### src/rtl/ifu_pkg.sv
// Shared defaults and opcode-length decoding for the instruction fetch unit.
package ifu_pkg;

   localparam int AW_DEF = 13;
   localparam int DW_DEF = 8;

   // Opcodes 110x_xxxx form the long class alongside every opcode with bit 7 clear.
   localparam logic [DW_DEF-1:0] OPC_LONG_MASK = 8'hE0;
   localparam logic [DW_DEF-1:0] OPC_LONG_VAL  = 8'hC0;

   function automatic logic is_two_byte(input logic [DW_DEF-1:0] op);
      return !op[DW_DEF-1] || ((op & OPC_LONG_MASK) == OPC_LONG_VAL);
   endfunction

endpackage

### src/rtl/ifu_byte_fifo.sv
// Byte prefetch buffer: circular store with a two-entry peek, push of one, pop of one or two.
// Zero-latency peek; flush overrides push and pop in the same cycle.
module ifu_byte_fifo #(
   parameter int DW    = 8,
   parameter int DEPTH = 4
) (
   input  logic                       clk,
   input  logic                       rst,
   input  logic                       flush,
   input  logic                       push,
   input  logic [DW-1:0]              push_dat,
   input  logic                       pop,
   input  logic                       pop_two,
   output logic [DW-1:0]              head0,
   output logic [DW-1:0]              head1,
   output logic [$clog2(DEPTH):0]     count
);

   localparam int PW = $clog2(DEPTH);
   localparam int CW = PW + 1;

   logic [DW-1:0] store [DEPTH];
   logic [PW-1:0] rd_ptr;
   logic [PW-1:0] wr_ptr;
   logic [PW-1:0] rd_ptr_p1;
   logic [CW-1:0] pop_n;
   logic [CW-1:0] push_n;

   assign rd_ptr_p1 = rd_ptr + PW'(1);
   assign head0     = store[rd_ptr];
   assign head1     = store[rd_ptr_p1];
   assign pop_n     = !pop ? '0 : (pop_two ? CW'(2) : CW'(1));
   assign push_n    = CW'(push);

   always_ff @(posedge clk) begin
      if (push && !flush) begin
         store[wr_ptr] <= push_dat;
      end
   end

   // DEPTH is a power of two, so pointer arithmetic wraps on its own.
   always_ff @(posedge clk) begin
      if (rst || flush) begin
         rd_ptr <= '0;
         wr_ptr <= '0;
         count  <= '0;
      end else begin
         if (push) begin
            wr_ptr <= wr_ptr + PW'(1);
         end
         rd_ptr <= rd_ptr + pop_n[PW-1:0];
         count  <= count + push_n - pop_n;
      end
   end

endmodule

### src/rtl/inst_fetch_unit.sv
// Fetches bytes one request at a time, buffers them and presents whole 1/2-byte instructions
// with PC over valid/ready; redirect flushes and restarts. IFU_PERF_EN adds saturating perf counters.
module inst_fetch_unit
   import ifu_pkg::*;
#(
   parameter int AW    = AW_DEF,
   parameter int DW    = DW_DEF,
   parameter int DEPTH = 4
) (
   input  logic          clk,
   input  logic          rst,
   output logic          mem_req,
   output logic [AW-1:0] mem_addr,
   input  logic [DW-1:0] mem_rdata,
   input  logic          mem_rvalid,
   input  logic          redirect,
   input  logic [AW-1:0] redirect_addr,
   output logic          inst_valid,
   input  logic          inst_ready,
   output logic [DW-1:0] inst_op,
   output logic [DW-1:0] inst_ext,
   output logic          inst_two_byte,
   output logic [AW-1:0] inst_pc,
   output logic [AW-1:0] inst_next_pc
`ifdef IFU_PERF_EN
  ,output logic [15:0]   perf_inst_cnt,
   output logic [15:0]   perf_flush_cnt
`endif
);

   localparam int CW = $clog2(DEPTH) + 1;

   logic [AW-1:0] issue_pc;
   logic          outstanding;
   logic          discard;
   logic [DW-1:0] head0;
   logic [DW-1:0] head1;
   logic [CW-1:0] fifo_cnt;
   logic          fifo_nonempty;
   logic          head_two;
   logic          head_full;
   logic          fifo_push;
   logic          fifo_pop;
   logic          issue_ok;

   assign fifo_nonempty = (fifo_cnt != '0);
   assign head_two      = fifo_nonempty && is_two_byte(head0);
   assign head_full     = (fifo_cnt >= CW'(2));

   assign inst_valid    = head_two ? head_full : fifo_nonempty;
   assign inst_two_byte = head_two;
   assign inst_op       = fifo_nonempty ? head0 : '0;
   assign inst_ext      = (head_two && head_full) ? head1 : '0;
   assign inst_next_pc  = !fifo_nonempty ? inst_pc
                                         : inst_pc + (head_two ? AW'(2) : AW'(1));

   // Only one request ever flies, so an idle bus plus a free slot reserves room for its byte.
   assign issue_ok  = !outstanding && !redirect && (fifo_cnt < CW'(DEPTH));
   assign fifo_push = mem_rvalid && outstanding && !discard && !redirect;
   assign fifo_pop  = inst_valid && inst_ready && !redirect;

   ifu_byte_fifo #(
      .DW    (DW),
      .DEPTH (DEPTH)
   ) u_fifo (
      .clk      (clk),
      .rst      (rst),
      .flush    (redirect),
      .push     (fifo_push),
      .push_dat (mem_rdata),
      .pop      (fifo_pop),
      .pop_two  (head_two),
      .head0    (head0),
      .head1    (head1),
      .count    (fifo_cnt)
   );

   always_ff @(posedge clk) begin
      if (rst) begin
         issue_pc    <= '0;
         inst_pc     <= '0;
         mem_req     <= 1'b0;
         mem_addr    <= '0;
         outstanding <= 1'b0;
         discard     <= 1'b0;
      end else if (redirect) begin
         // A response landing this very cycle is simply dropped; a later one gets discarded.
         issue_pc    <= redirect_addr;
         inst_pc     <= redirect_addr;
         mem_req     <= 1'b0;
         outstanding <= outstanding && !mem_rvalid;
         discard     <= outstanding && !mem_rvalid;
      end else begin
         mem_req <= issue_ok;
         if (issue_ok) begin
            mem_addr    <= issue_pc;
            issue_pc    <= issue_pc + AW'(1);
            outstanding <= 1'b1;
         end else if (mem_rvalid && outstanding) begin
            outstanding <= 1'b0;
            discard     <= 1'b0;
         end
         if (fifo_pop) begin
            inst_pc <= inst_next_pc;
         end
      end
   end

`ifdef IFU_PERF_EN
   always_ff @(posedge clk) begin
      if (rst) begin
         perf_inst_cnt  <= '0;
         perf_flush_cnt <= '0;
      end else begin
         if (fifo_pop && perf_inst_cnt != 16'hFFFF) begin
            perf_inst_cnt <= perf_inst_cnt + 16'd1;
         end
         if (redirect && perf_flush_cnt != 16'hFFFF) begin
            perf_flush_cnt <= perf_flush_cnt + 16'd1;
         end
      end
   end
`endif

endmodule
### config.mk
export PLATFORM = sky130hd
export DESIGN_NAME = inst_fetch_unit
export DESIGN_NICKNAME = d
export VERILOG_FILES = /design/src/rtl/ifu_pkg.sv /design/src/rtl/ifu_byte_fifo.sv /design/src/rtl/inst_fetch_unit.sv
export SDC_FILE = /design/constraint.sdc
export NUM_CORES = 1
export LEC_CHECK = 0
export ABC_AREA = 0
export CAP_MARGIN = 25
export CORE_MARGIN = 2
export CORE_UTILIZATION = 35
export CTS_CLUSTER_DIAMETER = 120
export CTS_CLUSTER_SIZE = 24
export DETAILED_ROUTE_END_ITERATION = 10
export SYNTH_ARGS = -nofsm -noshare
export SYNTH_HDL_FRONTEND = slang
export SYNTH_SLANG_ARGS = --single-unit
### constraint.sdc
create_clock -name clk -period 3.4 [get_ports clk]
set_input_delay 0.68 -clock clk [delete_from_list [all_inputs] [get_ports clk]]
set_output_delay 0.68 -clock clk [all_outputs]
set_load 0.005 [all_outputs]
==> results.json, run 1 <==
{
  "status": "finished with violations",
  "port_buffers": 83,
  "syn_avg_cell_area_um2": 10.77,
  "synth_cells": 376,
  "timing.rr.end": "u_fifo.count[2]",
  "timing.rr.start": "u_fifo.store[2][6]",
  "dp_hpwl_um": 7299,
  "comb_power_share_pct": 10.5,
  "grt_pass1_vias": 3081,
  "die_area_mm2": 0.01244,
  "ys_ff_latch": 81,
  "synth_ff_type": "dfxtp_1",
  "drc": 0,
  "die_x_um": 111.6,
  "track_usage_pct": 16.32,
  "routed_via_density": 4.918,
  "fp-row-count": 39,
  "antenna-diode-count": 0,
  "fin_skew_ps": 4.569,
  "syn_area_mm2": 0.004049,
  "cp_data_arrival_time_ps": 2920,
  "wl_per_cell_um": 15.38,
  "min_path_type": "reg2reg",
  "ant_nets": 0,
  "tritoncts": "done",
  "clkSinkCount": 81,
  "synthTopCellsByArea": "dfxtp_1 (24%), edfxtp_1 (24%), mux4_2 (7.2%)",
  "reg2reg_slack_ps": 270,
  "synth_nets": 415,
  "worst_pin_slew_ps": 611.8,
  "r2r_cells": 13,
  "yosysMostFrequentCell": "dfxtp_1",
  "crit_end": "inst_next_pc[4]",
  "antenna_found_initial": 0,
  "dr_total_vias": 3177,
  "ios": 84,
  "setup_viol": 11,
  "dieHeight_um": 111.6,
  "cts-buffers-inserted": 9,
  "core_mm2": 0.01137,
  "rsz0062_at_grt": "true",
  "ys_seq_area_share_pct": 47.96,
  "critical_path_class": "reg2out",
  "fin_nets": 537,
  "whs_ps": 452.7,
  "yosysTopAreaCell": "dfxtp_1",
  "fmaxAchievable_mhz": 277.5,
  "dr.pass1.iters": 5,
  "crit_path_cell_trace": "mux4_2, nor2b_4, nor2_4, nor2_4, inv_2, ha_4, inv_2, fa_2, or3_4, buf_6, xnor2_1, buf_2",
  "path_max_fanout": 3,
  "drive_gt1_share_pct": 23.66,
  "clk_latency_ps": 340,
  "start_util_pct": 35.61,
  "yosysUniqueCellTypes": 43,
  "vdd_drop_max_v": 0.0002735,
  "relSlewSlack_pct": 58.96,
  "power.density_mw_per_mm2": 387.8,
  "swShare_pct": 24.25,
  "fin_area_mm2": 0.005670,
  "hold_viol": 0,
  "required_ps": 2720,
  "p_int_mw": 1.666,
  "endpoint_kind": "primary output",
  "grt_max_degree": 27,
  "clk_path_buf_depth": 2,
  "cp_top_family": "simple AND/OR/NAND/NOR gates",
  "crit_slowest_cell": "mux4_2",
  "synth-edff-count": 32,
  "grt_first_pass_wirelength_um": 15970,
  "p_clk_share_pct": 40.4,
  "area_growth_pct": 40.05,
  "yosys_warnings": 0,
  "dpl-instance-area_mm2": 0.005221,
  "violations": "negative setup slack",
  "cts_root_buf": "clkbuf_16",
  "synthTopCellsByCount": "dfxtp_1 (49), nand2_1 (41), edfxtp_1 (32), nor2_1 (22), xnor2_1 (21)",
  "gp_congestion": 0.8197,
  "drt_wl_total_um": 9933,
  "num-fill-cells": 1048,
  "seq_power_share_pct": 49.2,
  "critPathBufInv": 4,
  "period_share_pct": 106.0,
  "synth_top_area_share_pct": 24.23,
  "timing.critical_path.from_type": "flip-flop",
  "slowest_delay_ps": 480,
  "switching_power_mw": 0.5332,
  "finalCriticalPeriod_ps": 3603,
  "drv_slew": 0,
  "hold_buffers": 0,
  "path_depth": 12,
  "path_clk_slew_ps": 60,
  "max_cap_violations": 0,
  "crit_start": "u_fifo.store[2][6]",
  "power.total_mw": 2.199,
  "setup_ws_ps": -203.4,
  "async_reset_ff_share_pct": 0,
  "first_iter_violations": 151,
  "overflow": 0,
  "leakagePower_nw": 2.054,
  "cts-htree-levels": 3
}
area by class of cell:
| class | instances | area, um2 | area share (%) |
|---|---|---|---|
| clock inverter | 7 | 46.29 | 0.8164 |
| inverter | 14 | 52.55 | 0.9267 |
| clock buffer | 9 | 225.2 | 3.972 |
| multi-input combinational | 260 | 2074 | 36.58 |
| tap | 143 | 178.9 | 3.155 |
| timing repair buffer | 132 | 1149 | 20.26 |
| sequential | 81 | 1944 | 34.29 |
worst register-to-register path, stage by stage, from the launching register on:
cell and delay [ps]:
edfxtp_1 390, mux4_2 480, nor2b_4 160, buf_4 130, o31a_1 300, nor3_1 300, ha_1 300, inv_1 50
ha_1 130, inv_1 50, fa_1 360, xor2_1 170, xnor2_1 140, nor2_1 60
power groups by stage:
stage               clock network (mW)  registers, mW  logic [mW]
global placement                     0           1.10       0.228
finish                           0.887           1.08       0.230
floorplan                            0           1.09       0.106
CTS                              0.904           1.08       0.231
global route                     0.947           1.09       0.252
detailed placement                   0           1.10       0.231
worst min path at each step:
stage / endpoint / cells past startpoint / start / slack (ps)
floorplan: mem_addr[12] / 2 / issue_pc[12] / 440
global placement: mem_addr[12] / 2 / mem_addr[12] / 440
detailed placement: mem_addr[11] / 2 / mem_addr[11] / 450
CTS: mem_addr[11] / 2 / mem_addr[11] / 460
global route: mem_addr[10] / 2 / mem_addr[10] / 470
finish: mem_addr[6] / 2 / mem_addr[6] / 450
flip-flops by register name, summed over array words and instances (netlist names):
name,count
u_fifo.store,32
inst_pc,13
u_fifo.wr_ptr,2
mem_addr,13
mem_req,1
u_fifo.rd_ptr,2
outstanding,1
discard,1
issue_pc,13
u_fifo.count,3
timing repair:
item,CTS,global route
buffers inserted,13,3
gates resized for setup,71,5
pin swaps,12,7
setup endpoints to repair,13,12
cloned,0,0
stage by stage:
stage | setup slack (ps) | TNS (ps) | util (%) | cells
global route | -338.7 | -2803 | 49.87 | 646
finish | -203.4 | -1143 | 49.87 | 646
CTS | -280.1 | -1488 | 49.50 | 643
detailed placement | -406.5 | -3404 | 45.92 | 614
floorplan | 7.250 | 0 | - | 376
global placement | -356.5 | -2795 | 45.92 | 614
layer usage:
layer	wire length, um	vias to the layer above	global-route usage (%)
met5	0	-	0
met2	4684	74	25.98
met4	119	0	4.774
met3	403	9	4.355
met1	4725	1497	22.02
li1	-	1597	-
cell families (layout without fill, tap and decap cells):
logic type | Yosys count | after routing | synth area share [%]
adder cells (fa/ha/maj) | 13 | 13 | 4.388
XOR/XNOR | 27 | 27 | 5.841
AO/OA/AOI/OAI | 70 | 70 | 12.05
buffers and inverters | 35 | 162 | 3.893
flip-flops | 81 | 81 | 47.96
AND/OR/NAND/NOR | 127 | 127 | 15.64
multiplexers | 23 | 23 | 10.23
layout by cell type, fill, tap and decap left out, drive strengths merged, types with 2 or more instances in the layout:
cell / netlist / routed
clkinv: 1 / 3
a21oi: 17 / 17
nand3: 6 / 6
nand2: 41 / 41
nand4: 6 / 6
xor2: 6 / 6
o21a: 16 / 16
nor2b: 16 / 16
o31a: 13 / 13
mux2: 4 / 4
nor3: 16 / 16
and3: 2 / 2
a21boi: 9 / 9
dfxtp: 49 / 49
fa: 2 / 2
nor4: 4 / 4
mux2i: 5 / 5
ha: 11 / 11
clkbuf: 14 / 9
mux4: 14 / 14
xnor2: 21 / 21
inv: 13 / 14
clkdlybuf4s50: 0 / 70
a211oi: 2 / 2
or3: 2 / 2
o21ai: 5 / 5
edfxtp: 32 / 32
a21o: 3 / 3
and2: 7 / 7
buf: 7 / 61
clkinvlp: 0 / 4
and4: 3 / 3
nor2: 22 / 22
(Power assumes the default switching activity.)
==> run 2: changes to the inputs <==
--- a/config.mk
+++ b/config.mk
@@ -14,4 +14,5 @@
 export DETAILED_ROUTE_END_ITERATION = 10
 export SYNTH_ARGS = -nofsm -noshare
 export SYNTH_HDL_FRONTEND = slang
+export SYNTH_HIERARCHICAL = 1
 export SYNTH_SLANG_ARGS = --single-unit
==> run 2 against run 1 <==
Against the previous run:
- the run still ends with negative setup slack left
- setup slack got worse by 210 ps
- register-to-register slack got worse by 400 ps
- sequential share of layout area fell by 1.2 points
- flip-flop and latch count did not move
==> results.json, run 2 <==
{
  "status": "finished with violations",
  "violations": "negative setup slack",
  "max_cap_violations": 0,
  "synth_cells": 389,
  "required_ps": 2720,
  "first_iter_violations": 178,
  "dieHeight_um": 114.1,
  "dr_total_vias": 3429,
  "synth_compound_area_share_pct": 11.67,
  "core_mm2": 0.01191,
  "largest_reg_flops": 32,
  "start_util_pct": 35.63,
  "synth_xor_xnor_area_share_pct": 5.366,
  "synthTopCellsByCount": "dfxtp_1 (49), nand2_1 (44), edfxtp_1 (32), a21oi_1 (28), and2_1 (21)",
  "mostFrequentLayoutCells": "clkdlybuf4s50_1 (72), dfxtp_1 (48), nand2_1 (41), buf_4 (40), edfxtp_1 (32)",
  "path_clk_slew_ps": 60,
  "rsz0062_at_grt": "true",
  "die_x_um": 114.1,
  "clkSinkCount": 81,
  "ys_ff_latch": 81,
  "path_depth": 12,
  "synth-edff-count": 32,
  "reg2reg_slack_ps": -130,
  "clk_latency_ps": 330,
  "regArea_mm2": 0.001946,
  "synth_top_family_by_area": "simple AND/OR/NAND/NOR gates",
  "async_reset_ff_share_pct": 0,
  "synth_top_area_share_pct": 23.11,
  "synth_nets": 426,
  "finalCriticalPeriod_ps": 3812,
  "slowest_delay_ps": 540,
  "drv_slew": 0,
  "cts_root_buf": "clkbuf_16",
  "dr.pass1.iters": 4,
  "ant_nets": 0,
  "fin_nets": 547,
  "regMostFlops": "u_fifo/store",
  "wl_per_cell_um": 16.48,
  "whs_ps": 455.5,
  "worst_pin_slew_ps": 815.9,
  "cp_top_family": "simple AND/OR/NAND/NOR gates",
  "tritoncts": "done",
  "yosysTopAreaCell": "dfxtp_1",
  "setup_ws_ps": -411.8,
  "layout_commonest_cell": "clkdlybuf4s50_1",
  "hold_viol": 0,
  "num-fill-cells": 1091,
  "cp_data_arrival_time_ps": 3130,
  "drc": 0,
  "fp-row-count": 40,
  "endpoint_kind": "primary output",
  "cts-buffers-inserted": 9,
  "vdd_drop_max_v": 0.0002764,
  "grt_pass1_vias": 3349,
  "syn_avg_cell_area_um2": 10.91,
  "crit_start": "u_fifo/rd_ptr[1]",
  "setup_viol": 12,
  "synthTopCellsByArea": "dfxtp_1 (23%), edfxtp_1 (23%), mux4_1 (5.0%)",
  "syn_area_mm2": 0.004244,
  "synthAdderAreaFrac_pct": 3.597,
  "yosysUniqueCellTypes": 54,
  "antenna-diode-count": 0,
  "multi_input_area_mm2": 0.002215,
  "synthMuxAreaShare_pct": 10.64,
  "drive_gt1_share_pct": 23.88,
  "ys_seq_area_share_pct": 45.75,
  "area_growth_pct": 38.68,
  "timing.rr.start": "u_fifo/rd_ptr[1]",
  "power.density_mw_per_mm2": 378.3,
  "min_path_type": "reg2reg",
  "overflow": 0,
  "fmaxAchievable_mhz": 262.3,
  "relSlewSlack_pct": 45.43,
  "grt_max_degree": 25,
  "crit_end": "inst_next_pc[12]",
  "period_share_pct": 112.1,
  "timing.critical_path.from_type": "flip-flop",
  "path_max_fanout": 4,
  "routed_via_density": 5.180,
  "drt_wl_total_um": 10910,
  "timing.rr.end": "inst_pc[5]",
  "yosys_warnings": 6,
  "ios": 84,
  "fin_skew_ps": 9.422,
  "final_core_util_pct": 49.41,
  "crit_path_cell_trace": "mux4_2, nand2b_4, nand2_4, nand2_4, ha_4, inv_2, fa_2, nand3b_4, or3_4, or3_4, xnor2_2, buf_2",
  "synth_ff_type": "dfxtp_1",
  "leakagePower_nw": 2.175,
  "synthSimpleGateAreaFrac_pct": 17.04,
  "yosysMostFrequentCell": "dfxtp_1",
  "die_area_mm2": 0.01302,
  "gp_congestion": 0.7949,
  "crit_slowest_cell": "mux4_2",
  "port_buffers": 83,
  "dp_hpwl_um": 7740,
  "track_usage_pct": 16.95,
  "cts-htree-levels": 3,
  "r2r_cells": 20,
  "grt_first_pass_wirelength_um": 17240,
  "critical_path_class": "reg2out",
  "critPathBufInv": 2,
  "antenna_found_initial": 0,
  "clk_path_buf_depth": 2
}
-- run 2: timing repair --
action | in CTS | in global routing
setup endpoints to repair | 12 | 13
pin swaps | 9 | 4
gates resized for setup | 66 | 15
hold buffers | 0 | 0
setup buffers | 17 | 6
-- run 2: cells by family (layout without fill, tap and decap cells) --
kind of cell,Yosys count,in the layout
compound gates,71,71
mux,22,22
xor+xnor,26,26
buf+inv,42,168
simple gates,136,136
flops,81,81
fa+ha+maj,11,11
-- run 2: through the flow --
step	instances	setup TNS, ps	power (mW)	worst slack, ps	instance area (um2)
floorplan	389	-210.1	1.210	-172.9	4279
global placement	623	-1685	1.337	-501.0	5320
detailed placement	624	-1785	1.344	-535.0	5325
CTS	657	-1975	2.246	-469.3	5829
global route	662	-4196	2.322	-529.3	5886
finish	662	-2644	2.227	-411.8	5886
-- run 2: where the power goes --
part           total, mW  leakage, nW  internal, mW  switching (mW)
Sequential          1.09        0.692          1.04          0.0459
Combinational      0.239         1.36         0.133           0.106
Clock              0.901        0.126         0.498           0.403
-- run 2: worst reg2reg max path, stage by stage, from the launching register on --
cell and delay, ps:
dfxtp_4 370, mux4_2 540, nand2b_4 100, nand2_4 60
nand2_4 90, buf_4 120, buf_6 80, buf_6 80
inv_4 30, ha_4 250, a21o_4 140, nand4_1 150
buf_4 180, buf_4 120, buf_4 120, buf_4 120
buf_4 120, buf_4 120, buf_4 130, o31a_1 260
o31a_1 230
-- run 2: worst min path at each step --
stage / depth (start not counted) / end / slack [ps] / startpoint
after floorplan: 2 / mem_addr[12] / 450 / issue_pc[12]
after global placement: 2 / mem_addr[6] / 450 / mem_addr[6]
after detailed placement: 2 / mem_addr[8] / 450 / mem_addr[8]
after CTS: 2 / mem_addr[8] / 460 / mem_addr[8]
after global routing: 2 / mem_addr[4] / 490 / mem_addr[4]
final: 2 / mem_addr[4] / 460 / mem_addr[4]
-- run 2: per-layer routing --
metal	track usage [%]	up-vias	part of all wire, %
li1	-	1663	-
met2	28.06	96	48
met4	5.041	0	1.1
met1	22.43	1662	46
met5	0	-	0
met3	3.600	8	5.3
-- run 2: layout make-up --
cell class              count  share of cell area [%]
well taps                 147                   3.125
inverters                  18                   1.190
clock inverters             7                  0.8929
multi-input cells         266                   37.63
repair buffers            134                   20.28
clock buffers               9                   3.827
flip-flops and latches     81                   33.06
==> run 3: changes to the inputs <==
--- a/config.mk
+++ b/config.mk
@@ -6,7 +6,7 @@
 export NUM_CORES = 1
 export LEC_CHECK = 0
 export ABC_AREA = 0
-export CAP_MARGIN = 25
+export CAP_MARGIN = 40
 export CORE_MARGIN = 2
 export CORE_UTILIZATION = 35
 export CTS_CLUSTER_DIAMETER = 120
==> run 3 against run 2 <==
Against the previous run:
- critical path depth did not move
- cell area is 1.9% lower
- clock power grew 2.2%
- the flow still finishes with violations (negative setup slack)
- clock skew shrank 3.5 ps
- sequential power about the same
- setup slack gained 30 ps
- sequential share of layout area increased by 0.65 points
- count of clock-buffer cells in the layout is the same
- core utilization decreased by 0.96 points
- combinational power shrank 2%
- worst hold slack worse by 2.5 ps
- non-clock buffer count decreased by 9
==> results.json, run 3 (same netlist as run 2, synthesis figures left out) <==
{
  "die_area_mm2": 0.01302,
  "max_cap_violations": 0,
  "hold_buffers": 0,
  "fin_skew_ps": 5.906,
  "routed_via_density": 5.150,
  "antenna_found_initial": 0,
  "setup_ws_ps": -382.1,
  "clkSinkCount": 81,
  "cp_data_arrival_time_ps": 3100,
  "multi_input_area_mm2": 0.002176,
  "core_mm2": 0.01191,
  "die_x_um": 114.1,
  "regMostFlops": "u_fifo/store",
  "whs_ps": 453.1,
  "power.total_mw": 2.241,
  "area_growth_pct": 36.00,
  "relSlewSlack_pct": 46.69,
  "setup_viol": 9,
  "layout_commonest_cell": "clkdlybuf4s50_1",
  "dp.cells": 624,
  "hold_viol": 0,
  "power.density_mw_per_mm2": 388.2,
  "grt_first_pass_wirelength_um": 16970,
  "vdd_drop_max_v": 0.0003123,
  "fin_nets": 538,
  "drv_slew": 0,
  "mostFrequentLayoutCells": "clkdlybuf4s50_1 (72), dfxtp_1 (48), nand2_1 (41), buf_4 (33), edfxtp_1 (32)",
  "cts-buffers-inserted": 9,
  "worst_pin_slew_ps": 797.1,
  "ios": 84,
  "cts_root_buf": "clkbuf_16",
  "fp-row-count": 40,
  "start_util_pct": 35.63,
  "first_iter_violations": 181,
  "port_buffers": 83,
  "drc": 0,
  "antenna-diode-count": 0,
  "finalCriticalPeriod_ps": 3782,
  "regArea_mm2": 0.001946,
  "fmaxAchievable_mhz": 264.4,
  "critical_path_class": "reg2out",
  "gp_congestion": 0.7949,
  "endpoint_kind": "primary output",
  "dp_hpwl_um": 7718,
  "track_usage_pct": 16.76,
  "num-fill-cells": 1099,
  "cts-htree-levels": 3,
  "leakagePower_nw": 2.119,
  "dr.pass1.iters": 4,
  "required_ps": 2720,
  "path_clk_slew_ps": 70,
  "wl_per_cell_um": 16.34,
  "fin_cells": 653,
  "clk_latency_ps": 340,
  "ant_nets": 0,
  "overflow": 0,
  "rsz0062_at_grt": "true",
  "clk_path_buf_depth": 2,
  "grt_pass1_vias": 3295,
  "dieHeight_um": 114.1,
  "period_share_pct": 111.2,
  "status": "finished with violations",
  "violations": "negative setup slack",
  "min_path_type": "reg2reg",
  "timing.critical_path.from_type": "flip-flop",
  "tritoncts": "done",
  "drt_wl_total_um": 10670,
  "largest_reg_flops": 32,
  "grt_max_degree": 25,
  "final_core_util_pct": 48.46,
  "path_max_fanout": 4,
  "drive_gt1_share_pct": 21.74,
  "dr_total_vias": 3363
}
==> run 3: cell count changes in the layout (fill, tap and decap cells not counted), moves of 2 or more <==
cell     delta
buf_4       -7
buf_6       -2
xnor2_1     +2
xnor2_2     -2
==> run 3: path summary, 6_finish.rpt <==
kind | startpoint | endpoint | slack [ps] | cells past startpoint
setup reg to reg | u_fifo/rd_ptr[1] | inst_pc[12] | 180 | 13
hold reg to reg | mem_addr[11] | mem_addr[11] | 450 | 2
hold / removal | mem_addr[11] | mem_addr[11] | 450 | 2
setup / recovery | u_fifo/rd_ptr[1] | inst_next_pc[12] | -380 | 12
==> run 3: power by group <==
part	internal, mW	switching, mW
clock	0.499	0.422
combinational	0.131	0.104
sequential	1.04	0.0448
==> run 3: repair_timing <==
action | CTS | global route
setup endpoints to repair | 12 | 12
gates resized for setup | 63 | 9
setup buffers | 9 | 4
pin swaps | 8 | 2
==> run 3: layout make-up <==
cell class                      count  area share (%)
Clock buffer                        9           3.902
Sequential cell                    81           33.71
Multi-Input combinational cell    266           37.70
Timing Repair Buffer              125           19.38
Clock inverter                      7          0.9105
Inverter                           18           1.214
Tap cell                          147           3.187
==> run 3: stage by stage <==
step           instance area, um2  setup slack (ps)  TNS [ps]
2_1_floorplan                4279            -172.9    -210.1
4_1_cts                      5720            -395.3     -1856
5_1_grt                      5772            -499.8     -3423
3_5_place_dp                 5325            -511.9     -1820
6_report                     5772            -382.1     -2076
3_3_place_gp                 5320            -501.0     -1685
==> run 3: worst max-delay path: stages, from the launching register on <==
cell and delay [ps]:
dfxtp_4 370, mux4_2 540, nand2b_4 110, nand2_4 60, nand2_4 90, ha_4 140
inv_2 30, fa_2 340, nand3b_4 170, or3_4 340, or3_4 330, xnor2_1 120
buf_2 130
==> run 3: per-layer routing <==
metal | share of wire [%] | up-vias | GRT usage, % | routed length (um)
met5 | 0 | - | 0 | 0
met4 | 1.7 | 0 | 5.691 | 181
met3 | 5.0 | 13 | 3.812 | 534
met2 | 49 | 88 | 27.18 | 5191
met1 | 45 | 1616 | 22.21 | 4766
li1 | - | 1646 | - | -
==> edit (settings of run 3) <==
Add a define of `IFU_PERF_EN`.
--- a/src/rtl/inst_fetch_unit.sv
+++ b/src/rtl/inst_fetch_unit.sv
@@ -1,4 +1,6 @@
 // Fetches bytes one request at a time, buffers them and presents whole 1/2-byte instructions
 // with PC over valid/ready; redirect flushes and restarts. IFU_PERF_EN adds saturating perf counters.
+`define IFU_PERF_EN
+
 module inst_fetch_unit
    import ifu_pkg::*;
Check against the original RTL (old outputs only; new: perf_flush_cnt and perf_inst_cnt): equivalent (Yosys induction, for registers that start in step).
==> edit against run 3 <==
- critical endpoint unchanged
- routed wire length grew 34%
- synthesized cell count is 41% higher
- clock skew increased by 3.9 ps
- total power is 50% higher
- worst setup slack gained 180 ps
- non-clock buffer count increased by 33
- the flow still finishes with violations (setup timing)
- worst hold slack improved by 4.2 ps
- via count rose by 39%
- first-iteration DRC count is 27% higher
- final area up 36%
- sequential cell count increased by 32
- area after synthesis increased by 32%
- utilization up 1.4 points
==> edit: results (changes against run 3) <==
outcome - finished, violations left
Netlist cell types - 56 (+3.7%)
WL met3 - 753 um (+41%)
largest net degree at the start of global routing - 35 (+40%)
final setup fails - 11 (+2)
flop2flop setup slack - 260 ps (+80 ps)
H-tree levels - 4 (+1)
maximum VDD drop - 0.2937 mV (-6.0%)
worst min-delay path startpoint - mem_addr[0]
internal power - 2.594 mW (+55%)
Clk pin slew, worst setup/hold paths - 50 ps (-20 ps)
DR WL met2 - 6.853 mm (+32%)
GR Util met2 - 0.2871 (+0.01525)
Static Leakage - 2.834 nW (+34%)
Worst Setup Slack, final - -202.0 ps (+180.1 ps)
setup_tns - -1212 ps (+864.2 ps)
Worst Clk Skew - 9.772 ps (+3.865 ps)
gpl congestion - 0.8165 (+2.7%)
Commonest cells post-synth - 81 x dfxtp_1, 52 x nand2_1, 42 x nor2_1, 33 x a21oi_1
Seq/Total Area, Yosys - 0.4597 (+0.002141)
GRT Util Overall - 0.1739 (+0.006248)
DR vias - 4671 (+39%)
fill cell count - 1484 (+35%)
worst rel slew slack - 0.5803 (+0.1133)
grt met3 use - 0.05252 (+0.01441)
fraction of layout cells with a size suffix above 1 - 0.1697 (-0.04769)
failing checks - setup timing
syn nets - 589 (+38%)
Mean Syn Cell Area - 10.21 sq um (-6.4%)
delay-heaviest family, CP - adder cells
number of global-route vias before repair - 4574 (+39%)
dpl cells - 882 (+41%)
first-pass GRT wire length - 22.89 mm (+35%)
detailed-route wire length per cell - 15.41 um (-5.7%)
final net count - 739 (+37%)
detailed-routing wirelength on met1 - 6.493 mm (+36%)
Iteration-0 DRC Markers - 230 (+27%)
Hold Path End - mem_addr[0]
HPWL after detailed placement - 10.22 mm (+32%)
final WL - 14.31 mm (+34%)
CTS Buf Count - 17 (+8)
Worst EP arrival - 2920 ps (-180 ps)
met1 Usage GRT - 0.2204 (-0.001729)
R2R cell count - 14 (+1)
clock latency on the worst-skew pair - 410 ps (+70 ps)
Synth area leaders - dfxtp_1 29%, edfxtp_1 17%, xor2_1 5.0%, mux4_1 3.7%, nand2_1 3.5%
-- edit: cell count changes after synthesis, sizes merged, moves of 7 or more --
cell and delta:
dfxtp +32, o31a -19, nand2 +8, nor2 +29, xor2 +17, or3 +7, nand3 +18, a21boi +7
clkbuf +7, nand4 +7, o21ai +10, o21a +7
-- edit: what timing repair did --
action / 4_1_cts / 5_1_grt
setup endpoints to repair: 14 / 13
gates resized for setup: 59 / 3
pin swaps: 12 / 3
hold buffers: 0 / 0
setup buffers: 11 / 4
-- edit: worst max-delay path by stage --
stage                        to                from  depth (start not counted)
2_1_floorplan   u_fifo/count[2]    u_fifo/rd_ptr[1]                         16
3_3_place_gp   inst_next_pc[12]    u_fifo/rd_ptr[1]                         10
3_5_place_dp   inst_next_pc[12]    u_fifo/rd_ptr[1]                         10
4_1_cts        inst_next_pc[12]    u_fifo/rd_ptr[1]                         10
5_1_grt        inst_next_pc[12]  u_fifo/store[3][5]                         10
6_report       inst_next_pc[12]    u_fifo/rd_ptr[1]                         11
-- edit: layout make-up --
class | instances | area [sq um] | share of cell area
Inverter | 15 | 56.30 | 0.007164
Tap cell | 216 | 270.3 | 0.03439
Timing Repair Buffer | 158 | 1440 | 0.1833
Clock inverter | 10 | 85.08 | 0.01083
Sequential cell | 113 | 2586 | 0.3291
Clock buffer | 22 | 465.4 | 0.05923
Multi-Input combinational cell | 395 | 2955 | 0.3761
-- edit: cells by family (layout without fill, tap and decap cells) --
family / count (synthesis) / after routing / share of synthesized area
simple gates: 217 / 217 / 0.2056
flops: 113 / 113 / 0.4597
compound gates: 91 / 91 / 0.1067
xor+xnor: 49 / 49 / 0.07639
buf+inv: 42 / 205 / 0.03407
mux: 25 / 25 / 0.08597
fa+ha+maj: 13 / 13 / 0.03163
-- edit: through the flow --
step           area (sq um)  hold WS, ps  total power, mW  setup slack (ps)    util
3_3_place_gp           7109        453.3            1.725            -347.5  0.4508
6_report               7859        457.3            3.354            -202.0  0.4983
4_1_cts                7815        463.8            3.384            -218.3  0.4956
5_1_grt                7859        469.9            3.488            -343.1  0.4983
3_5_place_dp           7109        455.4            1.729            -397.8  0.4508
2_1_floorplan          5618        437.0            1.588             86.51       -
-- edit: power by group through the flow --
| stage | Combinational (mW) | Sequential [mW] | Clock (mW) |
|---|---|---|---|
| 4_1_cts | 0.245 | 1.46 | 1.68 |
| 3_5_place_dp | 0.241 | 1.49 | 0 |
| 6_report | 0.247 | 1.46 | 1.64 |
| 5_1_grt | 0.273 | 1.47 | 1.75 |
| 3_3_place_gp | 0.237 | 1.49 | 0 |
| 2_1_floorplan | 0.110 | 1.48 | 0 |
-- edit: tightest hold or removal path, delay by kind of cell (launching register included) --
kind	cells	cell delay, ps
DFF	1	300
AOI/OAI and AO/OA	1	50
and+or+nand+nor	1	50
